## src/rtl/neuron_sequencer.sv

```systemverilog
// Single-neuron evaluator: streams data against a synchronous weight ROM,
// accumulates with saturation, adds bias and applies a clamped ReLU.
module neuron_sequencer #(
    parameter int numInputs       = 16,
    parameter int dataWidth       = 16,
    parameter int dataFracWidth   = 10,
    parameter int weightWidth     = 16,
    parameter int weightFracWidth = 10,
    parameter int sumWidth        = 32,
    parameter int sumFracWidth    = 17,
    parameter int dataIntWidth    = 6,
    parameter int addrWidth       = (numInputs > 1) ? $clog2(numInputs) : 1
) (
    input  logic                   clk,
    input  logic                   resetn,
    input  logic                   start,
    input  logic [sumWidth-1:0]    bias,
    input  logic [dataWidth-1:0]   in_data,
    input  logic                   in_valid,
    output logic                   in_ready,
    output logic [addrWidth-1:0]   w_addr,
    input  logic [weightWidth-1:0] w_data,
    output logic [dataWidth-1:0]   out_data,
    output logic                   out_valid,
    input  logic                   out_ready,
    output logic                   busy
);

    localparam int PW    = dataWidth + weightWidth;
    localparam int SHIFT = dataFracWidth + weightFracWidth - sumFracWidth;
    localparam int LO    = sumFracWidth - dataFracWidth;

    localparam logic [addrWidth-1:0] LAST = addrWidth'(numInputs - 1);
    localparam logic [sumWidth-1:0] THRESH =
        sumWidth'(1) << (dataIntWidth - 1 + sumFracWidth);
    localparam logic [sumWidth-1:0] SMAX = {1'b0, {(sumWidth-1){1'b1}}};
    localparam logic [sumWidth-1:0] SMIN = {1'b1, {(sumWidth-1){1'b0}}};
    localparam logic [dataWidth-1:0] DMAX = {1'b0, {(dataWidth-1){1'b1}}};

    typedef enum logic [2:0] {
        IDLE, LOAD, MAC, BIAS, ACT, OUT
    } state_t;

    state_t state, state_nxt;

    logic [addrWidth-1:0] idx;
    logic [sumWidth-1:0]  acc;
    logic [sumWidth-1:0]  bias_q;
    logic [dataWidth-1:0] result;

    logic signed [PW-1:0]       full;
    logic signed [PW-1:0]       shifted;
    logic signed [sumWidth-1:0] prod;
    logic                       fire;

    assign full    = $signed(in_data) * $signed(w_data);
    assign shifted = full >>> SHIFT;
    assign prod    = sumWidth'(shifted);
    assign fire    = (state == MAC) && in_valid;

    // Widen by one bit so overflow is visible as a sign disagreement.
    function automatic logic [sumWidth-1:0] sat(
        input logic [sumWidth-1:0] a,
        input logic [sumWidth-1:0] b
    );
        logic [sumWidth:0] s;
        s = {a[sumWidth-1], a} + {b[sumWidth-1], b};
        if (s[sumWidth] != s[sumWidth-1])
            return s[sumWidth] ? SMIN : SMAX;
        return s[sumWidth-1:0];
    endfunction

    function automatic logic [dataWidth-1:0] relu(
        input logic [sumWidth-1:0] a
    );
        if (a[sumWidth-1])
            return '0;
        if (a >= THRESH)
            return DMAX;
        return a[LO+dataWidth-1:LO];
    endfunction

    always_ff @(posedge clk or negedge resetn) begin
        if (!resetn)
            state <= IDLE;
        else
            state <= state_nxt;
    end

    always_comb begin
        state_nxt = state;
        unique case (state)
            IDLE: if (start) state_nxt = LOAD;
            LOAD: state_nxt = MAC;
            MAC:  if (fire) state_nxt = (idx == LAST) ? BIAS : LOAD;
            BIAS: state_nxt = ACT;
            ACT:  state_nxt = OUT;
            OUT:  if (out_ready) state_nxt = IDLE;
            default: state_nxt = IDLE;
        endcase
    end

    always_comb begin
        in_ready  = 1'b0;
        out_valid = 1'b0;
        busy      = 1'b1;
        w_addr    = '0;
        unique case (state)
            IDLE: busy = 1'b0;
            LOAD: w_addr = idx;
            MAC: begin
                w_addr   = idx;
                in_ready = 1'b1;
            end
            OUT: out_valid = 1'b1;
            default: ;
        endcase
    end

    always_ff @(posedge clk or negedge resetn) begin
        if (!resetn) begin
            idx    <= '0;
            acc    <= '0;
            bias_q <= '0;
            result <= '0;
        end else begin
            unique case (state)
                IDLE: if (start) begin
                    idx    <= '0;
                    acc    <= '0;
                    bias_q <= bias;
                end
                MAC: if (fire) begin
                    acc <= sat(acc, prod);
                    if (idx != LAST)
                        idx <= idx + 1'b1;
                end
                BIAS: acc <= sat(acc, bias_q);
                ACT:  result <= relu(acc);
                default: ;
            endcase
        end
    end

    assign out_data = result;

endmodule

```

## config.mk

```make
export PLATFORM = sky130hd
export DESIGN_NAME = neuron_sequencer
export DESIGN_NICKNAME = d
export VERILOG_FILES = /design/src/rtl/neuron_sequencer.sv
export SDC_FILE = /design/constraint.sdc
export NUM_CORES = 1
export LEC_CHECK = 0
export CORE_MARGIN = 2
export CORE_UTILIZATION = 30
export CTS_BUF_LIST = sky130_fd_sc_hd__clkbuf_4
export CTS_CLUSTER_DIAMETER = 80
export DETAILED_ROUTE_END_ITERATION = 7
export SLEW_MARGIN = 20
export SYNTH_ARGS = -nofsm -noshare
export SYNTH_HDL_FRONTEND = slang
export SYNTH_SLANG_ARGS = --single-unit
```

## constraint.sdc

```tcl
create_clock -name clk -period 4.5 [get_ports clk]
set_input_delay 0.675 -clock clk [delete_from_list [all_inputs] [get_ports clk]]
set_output_delay 0.675 -clock clk [all_outputs]
set_load 0.02 [all_outputs]
```

==> summary.md, run 1 <==
| Metric | Value |
|---|---|
| Req. time, crit path | a little under 5 ns |
| Met2 GRT Util | 0.290 |
| Die X | 243 um |
| Synthesized cell area | between 15000 and 20000 um2 |
| Critical path arrival | 8.30 ns |
| Met3 Use GR | 0.0182 |
| Fillers | 5423 |
| Slowest CP cell | fa_1 |
| Row Count | 87 |
| Hold Vio Cnt, Final | 0 |
| TritonCTS buffer count | 9 |
| Gp weighted congestion | 0.879 |
| Most used routing layer | met2 |
| Antenna violations before repair | 1 |
| Post-Syn Nets | 2459 |
| Post-layout min period | 7.92 ns |
| Largest net degree at the start of global routing | 48 |
| Core Footprint | 56500 um2 |
| Total track usage | 0.172 |
| Maximum net fanout on the critical path | 5 |
| Number of global-route vias before repair | 16487 |
| Clock slew at reported path FFs | ~0.13 ns |
| Final ANT Viol Nets | 0 |
| Post-synthesis sequential area ratio | 0.127 |
| TritonCTS clock tree | done |
| Via Count | 15333 |
| Final net count | 2885 |
| Setup crit start kind | input port |
| First-pass GRT wire length | about 84000 um |
| Die Footprint | 59200 um2 |
| Layout cell share with drive strength beyond 1 | 0.286 |
| Total Routed Length | 50000 um |
| Max-Cap Viols | 0 |
| Area Growth Syn to Fin | 36.0% |
| HPWL Detailed | 39400 um |
| Detailed-route DRC error count | 0 |
| Tcrit/Tclk final | 1.76 |
| Vias per cell | slightly below 5 |
| Syn_area_per_cell | a little under 9 um2 |
| DRT Pass-1 Iters | 7 |
| Tightest Pin Transition | between 0.8 and 0.9 ns |
| Die Height | 243 um |
| Total global routing overflow | 0 |
| Mapped Cells | 1981 |
| Max Fclk | about 0.13 GHz |
| Synth warn | 0 |
| Commonest register cell after synthesis | dfrtp_1 |
| Most frequent CP cell | fa_1 |
| Root Driver | clkbuf_4 |
| RSZ-0062 raised after global routing | true |
| Critical path endpoint category | flop |
| CTS H-tree depth | 3 |
| Worst setup margin | -3.42 ns |
| Starting Density | 0.304 |
| Async set or reset register ratio after synthesis | 1.00 |
| PortBufs | 91 |
| Yosys cell types | 67 |
| Number of synthesized flops with an enable pin | 0 |
| Outcome | finished, violations left |
| Max incr delay on CP | 0.58 ns |
| WHS | 0.154 ns |
| Critical path type | in -> reg |
| Slew Viols, Final | 0 |
| Final setup fails | 32 |
| Max clock buf depth | 2 |
| Hold buffer count at CTS | 0 |
| Clock Latency Late Sink | 0.50 ns |
| Worst Clk Skew | 0.0250 ns |
| Register bit count reported by yosys | 87 |
| Min-Delay Path Class | in -> async |
| Clk sink count | 87 |
| I/O pins | 92 |
| Relative slew slack | 0.413 |
| WL/cell | 15.8 um |
| Starting DRC count in detailed routing | 860 |
| GR Util met1 | 0.236 |
| Failing checks | negative setup slack |
cell usage after synthesis, types with 10 or more instances:
cell	count	area (um2)
a211oi_1	16	120
a21o_1	36	270
a21oi_1	76	380
a31oi_1	11	68.8
and2_1	128	801
clkbuf_1	66	248
dfrtp_1	87	2180
fa_1	264	5290
ha_1	145	1810
inv_1	320	1200
mux2_2	33	372
nand2_1	231	867
nand2b_1	15	93.8
nand3_1	40	200
nand4_1	21	131
nor2_1	94	353
nor2b_1	16	100
nor3_1	23	115
o211ai_1	21	158
o21a_1	15	113
o21ai_0	108	541
o31ai_1	20	150
or3_1	10	62.6
xnor2_1	59	517
xor2_1	26	228
registers in the layout, summed over array words and instances (netlist names):
register / cells
acc: 32
bias_q: 32
out_data: 16
idx: 4
state: 3
repair_timing:
item                       in CTS  in global routing
pin swaps                     154                126
gates cloned                   12                  1
resized for setup             277                145
setup endpoints to repair      32                 32
setup buffers                  98                 18
stage by stage:
stage	instance area [um2]	utilization	worst slack, ns	std cells	setup TNS (ns)
finish	23400	0.414	-3.42	3169	-105.29
global route	23400	0.414	-3.64	3169	-112.73
CTS	23000	0.407	-3.43	3160	-104.79
detailed placement	21300	0.376	-4.40	3037	-138.40
global placement	21300	0.376	-4.40	3037	-136.07
floorplan	17400	-	-3.71	1981	-104.62
placed cells by master, fill, tap and decap left out, drive strengths merged, types with 24 or more instances in the layout:
cell             n
o21ai          109
a21o            36
fa             264
ha             145
mux2            33
and2           128
xor2            26
dfrtp           87
inv            322
a21oi           76
buf            419
nor2            94
clkdlybuf4s50   59
nand2          231
xnor2           59
nand3           40
nor3            24
layout make-up:
| type | count | area [um2] | area share |
|---|---|---|---|
| inverters | 321 | 1210 | 0.0519 |
| well taps | 756 | 946 | 0.0405 |
| clock buffers | 9 | 67.6 | 0.00289 |
| diodes | 1 | 2.50 | 0.000107 |
| multi-input cells | 1499 | 14400 | 0.615 |
| repair buffers | 489 | 4500 | 0.193 |
| flip-flops and latches | 87 | 2180 | 0.0931 |
| clock inverters | 7 | 93.8 | 0.00401 |
per-layer routing:
| layer | wire, um | up-vias |
|---|---|---|
| li1 | - | 7294 |
| met1 | 22900 | 7587 |
| met2 | 24100 | 387 |
| met3 | 2020 | 65 |
| met4 | 1010 | 0 |
| met5 | 0 | - |
critical path, delay by kind of cell:
kind	cells	cell delay, ns
simple gates	8	1.32
fa+ha+maj	8	3.57
compound gates	9	1.91
buf+inv	6	0.68
xor+xnor	1	0.12
final timing paths:
kind / cells past startpoint / slack [ns] / to / from
max in group asynchronous: 2 / 3.31 / bias_q[21] / resetn
worst max-delay path: 32 / -3.42 / acc[17] / in_data[5]
min in group clk: 1 / 0.50 / out_data[15] / out_data[15]
worst min-delay path: 1 / 0.15 / state[2] / resetn
worst max register to register: 11 / 0.68 / acc[8] / acc[1]
worst min register to register: 1 / 0.50 / out_data[15] / out_data[15]
cells by family (layout without fill, tap and decap cells):
family,after synthesis,count (layout),share of synthesized area
muxes,35,35,0.0228
xor gates and xnor gates,85,85,0.0433
other,0,1,0
DFF,87,87,0.127
and+or+nand+nor,611,611,0.173
adders and majority gates,412,412,0.415
buffers and inverters,395,826,0.0871
AOI/OAI and AO/OA,356,356,0.132
Power of run 1 is left out: the tool's default activity adds up to more than one toggle a clock period on the data nets, which glitch-free logic cannot reach.
==> run 2, diff against run 1 <==
==> constraint.sdc (replaced) <==
create_clock -name clk -period 4.5 [get_ports clk]
set_input_delay 0.45 -clock clk [delete_from_list [all_inputs] [get_ports clk]]
set_output_delay 0.45 -clock clk [all_outputs]
set_load 0.02 [all_outputs]
==> summary.md, run 2 (synthesis gave the netlist of run 1 again) <==
| Metric | Value |
|---|---|
| Maximum net fanout on the critical path | 4 (-1) |
| Setup crit start kind | input port |
| Slew Viols, Final | 0 (unchanged) |
| Fillers | 5426 (+0.055%) |
| Met2 GRT Util | 0.281 (-0.00880) |
| Clock slew at reported path FFs | 0.13 ns (about the same) |
| Most frequent CP cell | fa_1 |
| TritonCTS buffer count | 9 (unchanged) |
| Min-Delay Path Class | in -> async |
| Total track usage | 0.167 (-0.00452) |
| Hold Vio Cnt, Final | 0 (unchanged) |
| Final net count | 2889 (+0.14%) |
| Max Fclk | 0.129 GHz (+1.9%) |
| Max clock buf depth | 2 (unchanged) |
| Die X | 243 um (unchanged) |
| Die Footprint | 59200 um2 (unchanged) |
| CTS H-tree depth | 3 (unchanged) |
| Multi-input gate area | 14400 um2 (+0.49%) |
| Commonest non-fill, non-tap cell in the layout | buf_4 |
| Number of global-route vias before repair | 16234 (-1.5%) |
| Met3 Use GR | 0.0139 (-0.00430) |
| I/O pins | 92 (unchanged) |
| GR Util met1 | 0.232 (-0.00367) |
| Max-Cap Viols | 0 (unchanged) |
| Critical path arrival | 8.16 ns (-0.14 ns) |
| RSZ-0062 raised after global routing | true |
| Clock Latency Late Sink | 0.50 ns (about the same) |
| Most used routing layer | met2 |
| Critical path type | in -> reg |
| Tightest Pin Transition | 0.813 ns (-0.0677 ns) |
| Outcome | finished, violations left |
| Worst setup margin | -3.27 ns (+0.150 ns) |
| Worst Clk Skew | 0.0238 ns (-0.00124 ns) |
| DRT Pass-1 Iters | 5 (-2) |
| Starting Density | 0.304 (unchanged) |
| Relative slew slack | 0.458 (+0.0451) |
| Starting DRC count in detailed routing | 795 (-7.6%) |
| PortBufs | 91 (unchanged) |
| Largest net degree at the start of global routing | 48 (unchanged) |
| Tcrit/Tclk final | 1.73 (-0.0332) |
| Most frequent cells in the layout | buf_4 (323), inv_1 (290), fa_1 (238) |
| Layout cell share with drive strength beyond 1 | 0.288 (+0.00118) |
| Row Count | 87 (unchanged) |
| Critical path endpoint category | flop |
| Register area | 2180 um2 (unchanged) |
| Via Count | 15379 (+0.30%) |
| Antenna violations before repair | 1 (unchanged) |
| Die Height | 243 um (unchanged) |
| Vias per cell | 4.85 (+0.17%) |
| TritonCTS clock tree | done |
| Area Growth Syn to Fin | 36.4% |
| Final Util | 0.415 (+0.000996) |
| First-pass GRT wire length | 82000 um (-2.3%) |
| Final ANT Viol Nets | 0 (unchanged) |
| Total global routing overflow | 0 (unchanged) |
| Detailed-route DRC error count | 0 (unchanged) |
| WL/cell | 15.9 um (+0.91%) |
| HPWL Detailed | 39300 um (-0.26%) |
| Post-layout min period | 7.77 ns (-0.150 ns) |
| Req. time, crit path | 4.89 ns (about the same) |
| Final setup fails | 32 (unchanged) |
| WHS | 0.473 ns (+0.319 ns) |
| Core Footprint | 56500 um2 (unchanged) |
| Setup Slack @ Placement | -4.21 ns (+0.191 ns) |
| Root Driver | clkbuf_4 |
| Max incr delay on CP | 0.55 ns (-0.03 ns) |
| Slowest CP cell | fa_1 |
| Total Routed Length | 50500 um (+1.0%) |
| Clk sink count | 87 (unchanged) |
| Gp weighted congestion | 0.871 (-0.88%) |
| Failing checks | negative setup slack |
## run 2: cell types whose count changed in the layout (fill, tap and decap cells not counted), moves of 7 or more
cell / change
and2_1: -11
and2_4: +11
buf_2: -8
buf_4: -7
clkbuf_2: +10
nand2_1: +7
nand2_2: -7
## run 2: per-layer routing
layer  up-vias  share of wire
li1       7291              -
met3        80          0.043
met5         -              0
met2       444           0.48
met1      7564           0.46
met4         0          0.023
## run 2: worst max-delay path: cells and delay by family
family | cells | cell delay (ns)
buffers and inverters | 6 | 0.52
xor gates and xnor gates | 2 | 0.32
and+or+nand+nor | 4 | 0.81
AOI/OAI and AO/OA | 10 | 2.44
adders and majority gates | 8 | 3.59
## run 2: what timing repair did
item	CTS	global route
endpoints found under the hold margin	40	0
buffers inserted	78	41
pin swaps	93	108
hold buffers	1	0
endpoints found under the setup margin	32	32
gates cloned	5	7
resized for setup	210	190
## run 2: final timing paths
check	from	end	slack (ns)	depth (start not counted)
setup / recovery	w_data[4]	acc[17]	-3.27	30
hold / removal	resetn	idx[3]	0.47	2
setup reg to reg	acc[11]	acc[8]	0.74	13
hold reg to reg	out_data[15]	out_data[15]	0.50	1
max in group asynchronous	resetn	out_data[3]	3.00	3
min in group clk	out_data[15]	out_data[15]	0.50	1
## run 2: cell type report
type	count	share of cell area
Multi-Input combinational cell	1499	0.616
Timing Repair Buffer	493	0.193
Antenna cell	1	0.000107
Clock inverter	6	0.00256
Inverter	321	0.0516
Clock buffer	10	0.00320
Sequential cell	87	0.0929
Tap cell	756	0.0404
## run 2: per-stage QoR
step	instance area [um2]	cells	setup TNS, ns
floorplan	17400	1981	-97.42
global placement	21300	3036	-128.91
detailed placement	21300	3036	-132.25
CTS	22600	3136	-99.07
global route	23400	3173	-108.79
finish	23400	3173	-100.66
Power of run 2 is left out for the same reason.
==> run 3, diff against run 2 <==
--- a/config.mk
+++ b/config.mk
@@ -5,6 +5,7 @@
 export SDC_FILE = /design/constraint.sdc
 export NUM_CORES = 1
 export LEC_CHECK = 0
+export ABC_AREA = 1
 export CORE_MARGIN = 2
 export CORE_UTILIZATION = 30
 export CTS_BUF_LIST = sky130_fd_sc_hd__clkbuf_4
==> constraint.sdc (replaced) <==
create_clock -name clk -period 7.95 [get_ports clk]
set_input_delay 0.795 -clock clk [delete_from_list [all_inputs] [get_ports clk]]
set_output_delay 0.795 -clock clk [all_outputs]
set_load 0.02 [all_outputs]
==> summary.md, run 3 <==
| Metric | Value |
|---|---|
| Outcome | complete, no violations |
| Relative slew slack | 0.306 (-0.151) |
| Post-route cell area | 24200 um2 (+3.2%) |
| Critical path endpoint category | flop |
| First-pass GRT wire length | 88200 um (+7.6%) |
| TritonCTS buffer count | 9 (unchanged) |
| Tightest Pin Transition | 1.04 ns (+0.226 ns) |
| Vias per cell | 4.44 (-8.4%) |
| DRT Pass-1 Iters | 5 (unchanged) |
| Clock slew at reported path FFs | 0.17 ns (+0.04 ns) |
| Starting Density | 0.303 (-0.000831) |
| Yosys cell types | 44 (-34%) |
| Number of global-route vias before repair | 17607 (+8.5%) |
| Post-synthesis sequential area ratio | 0.116 (-0.0104) |
| Post-layout min period | 7.79 ns |
| Clk sink count | 87 (unchanged) |
| Commonest non-fill, non-tap cell in the layout | nand2_1 |
| Max Fclk | 0.128 GHz |
| Fin Setup TNS | 0 ns (+100.66 ns) |
| Die Height | 254 um (+4.3%) |
| Area Growth Syn to Fin | 29.1% |
| Synth warn | 0 (unchanged) |
| I/O pins | 92 (unchanged) |
| Total Routed Length | 53500 um (+5.9%) |
| Commonest register cell after synthesis | dfrtp_1 |
| Final ANT Viol Nets | 0 (unchanged) |
| Most frequent cells in the layout | nand2_1 (871), inv_1 (552), buf_4 (288) |
| PortBufs | 91 (unchanged) |
| Hold Vio Cnt, Final | 0 (unchanged) |
| Gp weighted congestion | 0.915 (+5.0%) |
| Area post-placement | 22600 um2 (+6.1%) |
| Synthesized cell area | 18700 um2 (+8.9%) |
| Mapped Cells | 2687 (+36%) |
| Top cells by area, synth | fa_1 (28%), nand2_1 (18%), dfrtp_1 (12%), inv_1 (12%), ha_1 (9.7%) |
| Register bit count reported by yosys | 87 (unchanged) |
| Antenna violations before repair | 1 (unchanged) |
| Top-count cell post-synth | nand2_1 |
| Req. time, crit path | 8.39 ns (+3.50 ns) |
| Max clock buf depth | 2 (unchanged) |
| Die X | 254 um (+4.3%) |
| Setup crit start kind | input port |
| Slowest CP cell | fa_1 |
| R2R cell count | 18 (+5) |
| Final net count | 3504 (+21%) |
| WHS | 0.255 ns (-0.218 ns) |
| Critical path arrival | 8.23 ns (+0.07 ns) |
| Total track usage | 0.169 (+0.00163) |
| Maximum net fanout on the critical path | 15 (+11) |
| Syn_area_per_cell | 6.97 um2 (-20%) |
| Max incr delay on CP | 0.57 ns (+0.02 ns) |
| Min-Delay Path Class | in -> async |
| Row Count | 91 (+4.6%) |
| Post-Syn Nets | 3165 (+29%) |
| Die Footprint | 64400 um2 (+8.8%) |
| Via Count | 17171 (+12%) |
| WL/cell | 13.8 um (-13%) |
| Worst Clk Skew | 0.0351 ns (+0.0113 ns) |
| Reg2reg end | acc[13] |
| Clock Latency Late Sink | 0.49 ns (about the same) |
| Slew Viols, Final | 0 (unchanged) |
| Detailed-route DRC error count | 0 (unchanged) |
| Total global routing overflow | 0 (unchanged) |
| Async set or reset register ratio after synthesis | 1.00 (unchanged) |
| Number of synthesized flops with an enable pin | 0 (unchanged) |
| Final Util | 0.392 (-0.0231) |
| Tcrit/Tclk final | 0.980 |
| Largest net degree at the start of global routing | 50 (+4.2%) |
| Final setup fails | 0 (-100%) |
| Largest area contributor in the netlist | fa_1 |
| TritonCTS clock tree | done |
| Launching point of the worst reg2reg path | acc[0] |
| R2R setup slack | 4.66 ns (+3.92 ns) |
| CTS H-tree depth | 3 (unchanged) |
| Synth cell count leaders | nand2_1 (916), inv_1 (576), fa_1 (264) |
| HPWL Detailed | 44800 um (+14%) |
| Max-Cap Viols | 0 (unchanged) |
| Layout cell share with drive strength beyond 1 | 0.184 (-0.104) |
| Root Driver | clkbuf_4 |
| Critical path type | in -> reg |
| Starting DRC count in detailed routing | 871 (+9.6%) |
| Core Footprint | 61700 um2 (+9.2%) |
| Post-synth top area share | 0.282 (-0.0252) |
[run 3: changes by cell type in the layout (fill, tap and decap cells not counted), moves of 28 or more]
| cell | before | now |
|---|---|---|
| nand3_1 | 38 | 106 |
| a21o_1 | 36 | 8 |
| nand2_1 | 222 | 871 |
| mux2_2 | 33 | 0 |
| inv_1 | 290 | 552 |
| nand2_2 | 4 | 43 |
| buf_6 | 49 | 17 |
| nor2_1 | 86 | 130 |
| and2_1 | 95 | 1 |
| buf_4 | 323 | 288 |
| o21ai_0 | 73 | 39 |
| and2_4 | 33 | 1 |
[run 3: cell type report]
type	instances	area, um2
Sequential cell	87	2180
Multi-Input combinational cell	1931	14900
Fill cell	6481	37500
Tap cell	837	1050
Antenna cell	1	2.50
Inverter	582	2180
Clock inverter	6	68.8
Clock buffer	9	67.6
Timing Repair Buffer	415	3720
[run 3: timing repair]
action | 4_1_cts | 5_1_grt
setup buffers | 0 | 29
cloned | 0 | 8
resized for setup | 4 | 263
setup endpoints to repair | 31 | 32
hold buffers | 0 | 0
pin swaps | 0 | 105
[run 3: how the worst max path moves through the flow]
stage | start | to | slack (ns) | cells after the start
after floorplan | in_data[15] | acc[27] | 0.31 | 35
after global placement | in_data[15] | acc[11] | -0.53 | 37
after detailed placement | in_data[15] | acc[19] | -0.56 | 38
after CTS | w_data[1] | acc[19] | 0.003 | 39
after global routing | w_data[9] | acc[13] | -0.1 | 38
final | w_data[15] | acc[13] | 0.16 | 38
[run 3: kinds of logic (layout without fill, tap and decap cells)]
| logic type | after synthesis | count (layout) | share of synthesized area |
|---|---|---|---|
| AO/OA/AOI/OAI | 189 | 189 | 0.0576 |
| XOR/XNOR | 79 | 79 | 0.0370 |
| adder cells (fa/ha/maj) | 409 | 409 | 0.379 |
| buffers and inverters | 669 | 1012 | 0.139 |
| flip-flops | 87 | 87 | 0.116 |
| other | 0 | 1 | 0 |
| AND/OR/NAND/NOR | 1254 | 1254 | 0.271 |
[run 3: worst max-delay path: cells and delay by family]
kind / cells / cell delay (ns)
compound gates: 6 / 1.05
xor+xnor: 1 / 0.09
fa+ha+maj: 8 / 3.75
buf+inv: 9 / 1.21
simple gates: 14 / 1.29
[run 3: through the flow]
step	setup WS, ns	instances
after CTS	0.00322	3829
after global routing	-0.0984	3868
after global placement	-0.534	3814
after detailed placement	-0.559	3814
final	0.158	3868
after floorplan	0.313	2687
[run 3: metal layers]
layer  wire (um)  track usage  part of all wire
met5           0            0                 0
met4        1070       0.0356             0.020
met3        1900       0.0129             0.036
met2       25900        0.290              0.48
met1       24600        0.233              0.46
Power of run 3 is left out for the same reason.
